<file path="config.mk">
export PLATFORM = sky130hd
export DESIGN_NAME = prog_address_decoder
export DESIGN_NICKNAME = d
export VERILOG_FILES = /design/src/rtl/prog_address_decoder.sv
export SDC_FILE = /design/constraint.sdc
export NUM_CORES = 2
export LEC_CHECK = 0
export BUFFER_PORTS_ARGS = -buffer_cell sky130_fd_sc_hd__buf_2
export CORE_MARGIN = 5
export CORE_UTILIZATION = 30
export CTS_CLUSTER_DIAMETER = 30
export DETAILED_ROUTE_END_ITERATION = 12
export GPL_TIMING_DRIVEN = 0
export SYNTH_ARGS = -nofsm -noshare
export SYNTH_HDL_FRONTEND = slang
export SYNTH_SLANG_ARGS = --single-unit
</file>
<file path="constraint.sdc">
create_clock -name Clock -period 41.7 [get_ports Clock]
set_clock_uncertainty 0.1 [all_clocks]
set_input_delay 4.17 -clock Clock [delete_from_list [all_inputs] [get_ports Clock]]
set_output_delay 4.17 -clock Clock [all_outputs]
set_load 0.02 [all_outputs]
</file>
<file path="src/rtl/prog_address_decoder.sv">
// Programmable bus address decoder with a register-mapped window table.
// It also provides a device-acknowledge timeout and a sticky bus-fault record.
module prog_address_decoder #(
  parameter int NUM_WINDOWS = 8,
  parameter int ADDR_WIDTH = 32,
  parameter int TIMEOUT_CYCLES = 255,
  parameter logic [ADDR_WIDTH-1:0] CFG_BASE = 'h0050_F000
) (
  input  logic                   Clock,
  input  logic                   Reset_H,
  input  logic [ADDR_WIDTH-1:0]  Address,
  input  logic                   AS_L,
  input  logic                   WE_L,
  input  logic [15:0]            DataIn,
  output logic [15:0]            DataOut,
  input  logic [NUM_WINDOWS-1:0] DevAck_H,
  output logic [NUM_WINDOWS-1:0] Select_H,
  output logic                   Dtack_L,
  output logic                   Berr_L,
  output logic                   Fault_H
);

  // state    | meaning
  // IDLE     | waiting for a fresh strobe (one seen high since reset)
  // DECODE   | latched address decoded; config access performed here
  // WAIT_ACK | window selected, counting toward timeout
  // ACK      | Dtack_L asserted until strobe released
  // FAULT    | Berr_L asserted until strobe released
  typedef enum logic [2:0] {IDLE, DECODE, WAIT_ACK, ACK, FAULT} stateType;

  localparam logic [15:0] TIMEOUT_LIM = 16'(TIMEOUT_CYCLES);

  stateType state, stateNext;

  logic                   armed;
  logic [ADDR_WIDTH-1:0]  addrLatch;
  logic                   weLatch;
  logic [31:0]            base [NUM_WINDOWS];
  logic [31:0]            mask [NUM_WINDOWS];
  logic [NUM_WINDOWS-1:0] enable;
  logic [NUM_WINDOWS-1:0] hitVec;
  logic [NUM_WINDOWS-1:0] selReg;
  logic                   hitFound;
  logic [15:0]            cnt;
  logic [15:0]            cntInc;
  logic [15:0]            rdData;
  logic [15:0]            cfgRead;
  logic [31:0]            faultAddr;
  logic [31:0]            addr32;
  logic                   faultFlag;
  logic                   cfgHit;
  logic                   cfgWrite;
  logic [7:0]             wordIdx;
  logic [4:0]             winIdx;
  logic [1:0]             fieldIdx;

  assign addr32   = 32'(addrLatch);
  assign cfgHit   = (addrLatch[ADDR_WIDTH-1:9] == CFG_BASE[ADDR_WIDTH-1:9]);
  assign wordIdx  = addrLatch[8:1];
  assign winIdx   = wordIdx[6:2];
  assign fieldIdx = wordIdx[1:0];
  assign cntInc   = cnt + 16'd1;
  assign cfgWrite = (state == DECODE) && !AS_L && cfgHit && !weLatch;

  // Lowest enabled matching window wins, so hitVec is at most one-hot.
  always_comb begin
    hitVec   = '0;
    hitFound = 1'b0;
    for (int i = 0; i < NUM_WINDOWS; i++) begin
      if (!hitFound && enable[i] && (((addr32 ^ base[i]) & mask[i]) == 32'h0)) begin
        hitVec[i] = 1'b1;
        hitFound  = 1'b1;
      end
    end
  end

  always_comb begin
    cfgRead = '0;
    if (!wordIdx[7]) begin
      for (int i = 0; i < NUM_WINDOWS; i++) begin
        if (winIdx == 5'(i)) begin
          case (fieldIdx)
            2'd0: cfgRead = base[i][31:16];
            2'd1: cfgRead = base[i][15:0];
            2'd2: cfgRead = mask[i][31:16];
            default: cfgRead = mask[i][15:0];
          endcase
        end
      end
    end else begin
      case (wordIdx[6:0])
        7'h00: cfgRead = 16'(enable);
        7'h01: cfgRead = {15'b0, faultFlag};
        7'h02: cfgRead = faultAddr[31:16];
        7'h03: cfgRead = faultAddr[15:0];
        default: cfgRead = '0;
      endcase
    end
  end

  always_ff @(posedge Clock or posedge Reset_H) begin
    if (Reset_H) state <= IDLE;
    else         state <= stateNext;
  end

  always_comb begin
    stateNext = state;
    case (state)
      IDLE:     if (armed && !AS_L) stateNext = DECODE;
      DECODE: begin
        if (AS_L)             stateNext = IDLE;
        else if (cfgHit)      stateNext = ACK;
        else if (|hitVec)     stateNext = WAIT_ACK;
        else                  stateNext = FAULT;
      end
      WAIT_ACK: begin
        if (AS_L)                          stateNext = IDLE;
        else if (|(DevAck_H & selReg))     stateNext = ACK;
        else if (cntInc == TIMEOUT_LIM)    stateNext = FAULT;
      end
      ACK, FAULT: if (AS_L) stateNext = IDLE;
      default:  stateNext = IDLE;
    endcase
  end

  // armed blocks a strobe that was already low across reset from starting a cycle.
  always_ff @(posedge Clock or posedge Reset_H) begin
    if (Reset_H) begin
      armed     <= 1'b0;
      addrLatch <= '0;
      weLatch   <= 1'b1;
      selReg    <= '0;
      cnt       <= '0;
      rdData    <= '0;
      faultFlag <= 1'b0;
      faultAddr <= '0;
    end else begin
      if (AS_L) armed <= 1'b1;
      if (state == IDLE && stateNext == DECODE) begin
        addrLatch <= Address;
        weLatch   <= WE_L;
      end
      if (state == DECODE && stateNext == WAIT_ACK)       selReg <= hitVec;
      else if (stateNext == IDLE || stateNext == FAULT)   selReg <= '0;
      if (state == DECODE)                                cnt <= '0;
      else if (state == WAIT_ACK && stateNext == WAIT_ACK) cnt <= cntInc;
      if (state == DECODE && stateNext == ACK)            rdData <= weLatch ? cfgRead : 16'h0;
      else if (stateNext == IDLE)                         rdData <= '0;
      if (stateNext == FAULT && state != FAULT) begin
        faultFlag <= 1'b1;
        faultAddr <= addr32;
      end else if (cfgWrite && wordIdx == 8'h81 && DataIn[0]) begin
        faultFlag <= 1'b0;
      end
    end
  end

  // Window 0 comes out of reset mapping the boot ROM at 0000_0000-0000_7FFF.
  always_ff @(posedge Clock or posedge Reset_H) begin
    if (Reset_H) begin
      for (int i = 0; i < NUM_WINDOWS; i++) begin
        base[i] <= '0;
        mask[i] <= (i == 0) ? 32'hFFFF_8000 : 32'h0;
      end
      enable    <= '0;
      enable[0] <= 1'b1;
    end else if (cfgWrite) begin
      if (!wordIdx[7]) begin
        for (int i = 0; i < NUM_WINDOWS; i++) begin
          if (winIdx == 5'(i)) begin
            case (fieldIdx)
              2'd0: base[i][31:16] <= DataIn;
              2'd1: base[i][15:0]  <= DataIn;
              2'd2: mask[i][31:16] <= DataIn;
              default: mask[i][15:0] <= DataIn;
            endcase
          end
        end
      end else if (wordIdx[6:0] == 7'h00) begin
        enable <= DataIn[NUM_WINDOWS-1:0];
      end
    end
  end

  assign Select_H = selReg;
  assign Dtack_L  = (state != ACK);
  assign Berr_L   = (state != FAULT);
  assign DataOut  = rdData;
  assign Fault_H  = faultFlag;

endmodule

</file>
# Word level (Yosys, flattened, before mapping)
# Index checks and enable logic that the tools add are counted.
dict set report word_totals {
  regBits 630
  input_bits 60
  word_cells 227
  output_inout_bits 27
}
dict set report op_classes {
  n_addsub 1
  n_eq_ne 25
  reduce_logical 90
  bitwise_logic 19
  muxes 50
}
# operator n
set op_table {}
lappend op_table {{16-bit one-hot mux with 3 select lines} 8}
lappend op_table {{32-bit AND} 8}
lappend op_table {{32-bit zero test} 8}
lappend op_table {{32-bit bitwise XOR} 8}
lappend op_table {{16-bit 2-to-1 mux} 14}
lappend op_table {{4-bit AND reduction} 32}
lappend op_table {{16-bit one-hot mux with 4 select lines} 1}
lappend op_table {{1-bit logical AND} 26}
lappend op_table {{3-bit 2-to-1 mux} 8}
lappend op_table {{23-bit by 14-bit == test with 1-bit output, second input constant} 1}
lappend op_table {{5-bit by 3-bit == test with 1-bit output, second input constant} 4}
lappend op_table {{16-bit by 1-bit adder with 16-bit output, second input constant} 1}
lappend op_table {{16-bit by 8-bit == test with 1-bit output, second input constant} 1}
lappend op_table {{1-bit 2-to-1 mux} 16}
lappend op_table {{8-bit 2-to-1 mux} 2}
lappend op_table {{8-bit OR reduction} 2}
lappend op_table {{7-bit by 2-bit == test with 1-bit output, second input constant} 2}
lappend op_table {{3-bit by 2-bit == test with 1-bit output, second input constant} 4}
lappend op_table {{3-bit one-hot mux with 4 select lines} 1}
lappend op_table {{5-bit by 2-bit == test with 1-bit output, second input constant} 2}
lappend op_table {{1-bit zero test} 9}
lappend op_table {{8-bit AND} 1}
lappend op_table {{8-bit == test, second input constant} 1}
lappend op_table {{2-bit nonzero test} 4}
lappend op_table {{other kinds (17)} 21}

# Depth between registers and ports, before layout
dict set report depth {
  word_depth 42
  ltp_mapped 13
  depth_no_buf 9
}

# Least setup slack after synthesis
# No wires, ideal clock.
dict set report synth_timing {
  path_type {in2reg}
  from {input AS_L}
  to {register base[112] (netlist name)}
  t_arrival_ns 6.225
  path_slack_ns 35.247
  required_ns 41.472
  setup_ns 0.128
  n_path_buf 3
  cell_stages 8
  path_cell_list {clkbuf_1 or4_1 nor4_4 nand2b_1 buf_4 nor3_4 buf_6 mux2_1}
}
dict set report synth_via {
  elab_chain_len 5
}
# element line_no
set synth_lines {}
lappend synth_lines {{from (decl)} 12} ;# input logic AS_L,
lappend synth_lines {{1-bit zero test} 63} ;# assign cfgWrite = (state == DECODE) && !AS_L && cfgHit && !weLatch;
lappend synth_lines {{1-bit logical AND (3 in a row)} 63}
lappend synth_lines {{4-bit AND reduction (no line)} n/a}
lappend synth_lines {{to (signal, indexed assignment)} 172} ;# 2'd0: base[i][31:16] <= DataIn;
lappend synth_lines {{to (signal, indexed assignment)} 173} ;# 2'd1: base[i][15:0] <= DataIn;
lappend synth_lines {{to (decl)} 38} ;# logic [31:0] base [NUM_WINDOWS];
# No other way between the ends.
# A chain may end at the register's enable or synchronous reset.

# Final worst setup path
dict set report layout_timing {
  from {input AS_L}
  to {register base[224] (netlist name)}
}
# Same word-level chain as after synthesis.

==> flow_summary.yaml <==
outcome:
  status: "finished, violations left"
  failed_checks: "capacitance limit, slew limit"
global_routing:
  globalRouteOverflowTotal: 0
  antenna_found_initial: 22
  grt_pass1_vias: 25676
  grt_usage_pct: 25.7
  grt_pass1_wl_microns: 210000
  grt_max_degree: 122
detailed_routing:
  firstDrtPassIters: 6
  drc: 0
  antenna_left: 0
  routed_wl_microns: 154000
  drtIter0Drc: 3946
  vias_per_cell: 5.97
  post_drt_wl_per_cell_microns: 34.7
  routed-via-count: 26537
yosys:
  synth-simple-area-share_pct: 5.40
  synth_edf_count: 0
  synth_flop_cell: "dfrtp_1"
  synth_area_per_cell_sq_um: 12.9
  syn-num-nets: 2645
  ys_seq_area_share_pct: 47.5
  ys_ff_latch: 630
  synthAdderAreaFrac_pct: 0.0753
  synth_top_family_by_area: "multiplexers"
  syn_inst: 2583
  yosys_warnings: 0
  synth_compound_area_share_pct: 8.00
  yosys.cell_types.count: 70
  synthArstFlopShare_pct: 100
  synth-xor-area-share_pct: 6.90
  muxShareOfSynthArea_pct: 29.1
  synth_area_sq_mm: 0.0333
timing:
  slew_violations: 56
  setup_ws_ps: 33850
  post-route-period-util_pct: 18.8
  fmaxAchievable_mhz: 127
  min_period_ps: 7850
  setup_viol_count_final: 0
  setup_tns_ps: 0
  hold_violations: 0
  worst_pin_slew_ps: 1640
  whs_ps: 369
  slew_headroom_pct: -9.23
  grt_setup_unrepaired: "no"
die:
  die_y_microns: 343
  dieWidth_microns: 343
  ios: 87
  fp-row-count: 122
  die-area_sq_mm: 0.118
  initial_core_util_pct: 30.1
  core-area_sq_mm: 0.110
critical_path:
  crit_path_end_kind: "flop"
  crit_path_start_kind: "input pin"
  crit_required_ps: 42220
  worstSetupPathType: "in -> reg"
  r2r.worst_path.cells: 9
  worstPathArrival_ps: 8360
  worst-path-max-fanout: 10
place:
  place.gp.congestion: 1.06
  dpl_worst_slack_ps: 33540
  io_buffers: 85
  hpwl_microns: 104000
final_layout:
  drive_gt1_share_pct: 39.7
  nets: 2885
  area_growth_syn_to_layout_pct: 23.8
  post-route-util_pct: 37.3
cts:
  cts_resized: 0
  clk_pin_slew_ps: 40
  ctsHoldBuffers: 0
  cts_buffer_depth: 3
  numCtsBuffers: 146
  post_cts_buffers: 0
  worstSkewPairLatency_ps: 750
  cts.sinks: 630
  cts_tree: "built"
  clock-root-buffer: "clkbuf_16"
  htreeDepth: 4
min_path:
  hold_path.class: "reg -> reg"
  min_path_cells: 1
power:
  ir_worst_vdd_uv: 40.4
  leakagePower_uw: 0.0189
  p_per_area_mw_per_mm2: 61.5
run:
  drv_cap: 7
## logic make-up after synthesis
group	Yosys count
muxes	735
DFF	630
AOI/OAI and AO/OA	371
and+or+nand+nor	354
xor gates and xnor gates	262
buffers and inverters	229
adders and majority gates	2
## power by group
| group | leakage [uW] | internal (uW) | total (uW) | switching, uW |
|---|---|---|---|---|
| clock network | 0.00261 | 863 | 1260 | 394 |
| logic | 0.00781 | 159 | 593 | 433 |
| registers | 0.00845 | 648 | 682 | 34.4 |
| total | 0.0189 | 1670 | 2530 | 862 |
## worst max-delay path, stage by stage
cell and delay, ps:
clkbuf_1 200, nor4_1 1260, nand4b_1 730, nor2_1 1140
buf_2 480, mux2_2 370
## through the flow
stage / cells / area [sq um] / power, uW
global placement: 4156 / 35500 / 1240
global route: 4435 / 41100 / 2560
floorplan: 2583 / 33300 / 979
finish: 4448 / 41200 / 2530
detailed placement: 4162 / 35700 / 1250
CTS: 4433 / 41100 / 2500
## layer usage
metal | global-route usage, % | wire (microns) | part of all wire (%)
met1 | 32.1 | 57300 | 37
met4 | 19.1 | 13800 | 9.0
met3 | 8.65 | 18800 | 12
met5 | 0.654 | 148 | 0.096
met2 | 36.7 | 64300 | 42
## flip-flops by register name, indices dropped and copies added (netlist names)
signal / cells
base: 256
mask: 256
addr32: 32
faultAddr: 32
DataOut: 16
cnt: 16
Select_H: 8
enable: 8
state: 3
Fault_H: 1
armed: 1
weLatch: 1
## Yosys cell counts (all sizes together), types with 4 or more instances
master,number,area [sq um]
a211o,5,43.8
a211oi,5,37.5
a21o,6,45.0
a21oi,46,230
a221oi,9,78.8
a22o,7,61.3
a22oi,136,1020
a31o,4,35.0
a31oi,5,31.3
a32oi,10,87.6
and2,6,37.5
and3,11,68.8
buf,110,554
clkbuf,107,403
dfrtp,611,15300
dfstp,19,499
inv,12,45.0
mux2,564,6350
mux2i,41,410
mux4,130,2930
nand2,143,537
nand2b,5,31.3
nand3,17,85.1
nand4,38,238
nor2,61,267
nor3,18,101
nor4,15,115
nor4b,7,67.6
o211ai,66,495
o21ai,37,189
o22ai,9,56.3
or2,7,43.8
or4,10,75.1
xnor2,4,35.0
xor2,258,2260
## cell type report
class	count	area (sq um)
clock inverters	75	1270
multi-input cells	1724	16500
plain buffers	217	962
diodes	14	35.0
flip-flops and latches	630	15800
repair buffers	92	606
inverters	12	52.6
well taps	1488	1860
fillers	10641	69200
clock buffers	196	4120
## placed cells by master, fill, tap and decap left out, types with 12 or more instances in the layout
cell / netlist / layout
a21oi_1: 46 / 46
a22oi_1: 136 / 136
buf_2: 92 / 178
bufinv_16: 0 / 27
clkbuf_1: 106 / 126
clkbuf_16: 0 / 147
clkbuf_8: 0 / 26
clkinv_2: 0 / 18
dfrtp_1: 611 / 611
dfstp_2: 19 / 19
diode_2: 0 / 14
mux2_1: 12 / 12
mux2_2: 552 / 552
mux2i_1: 41 / 41
mux4_2: 130 / 130
nand2_1: 143 / 143
nand3_1: 17 / 17
nand4_1: 38 / 38
nor2_1: 56 / 56
nor3_1: 17 / 17
nor4_1: 13 / 13
o211ai_1: 66 / 66
o21ai_0: 34 / 34
xor2_1: 258 / 258
## worst paths after layout
| path | from | to | slack [ps] |
|---|---|---|---|
| max in group asynchronous | Reset_H | mask[241] | 36050 |
| max reg2reg | addr32[2] | mask[244] | 35590 |
| max | AS_L | base[224] | 33850 |
| min reg2reg | armed | armed | 370 |
| min in group asynchronous | Reset_H | cnt[2] | 3240 |
| min | armed | armed | 370 |
(Power assumes the default switching activity.)
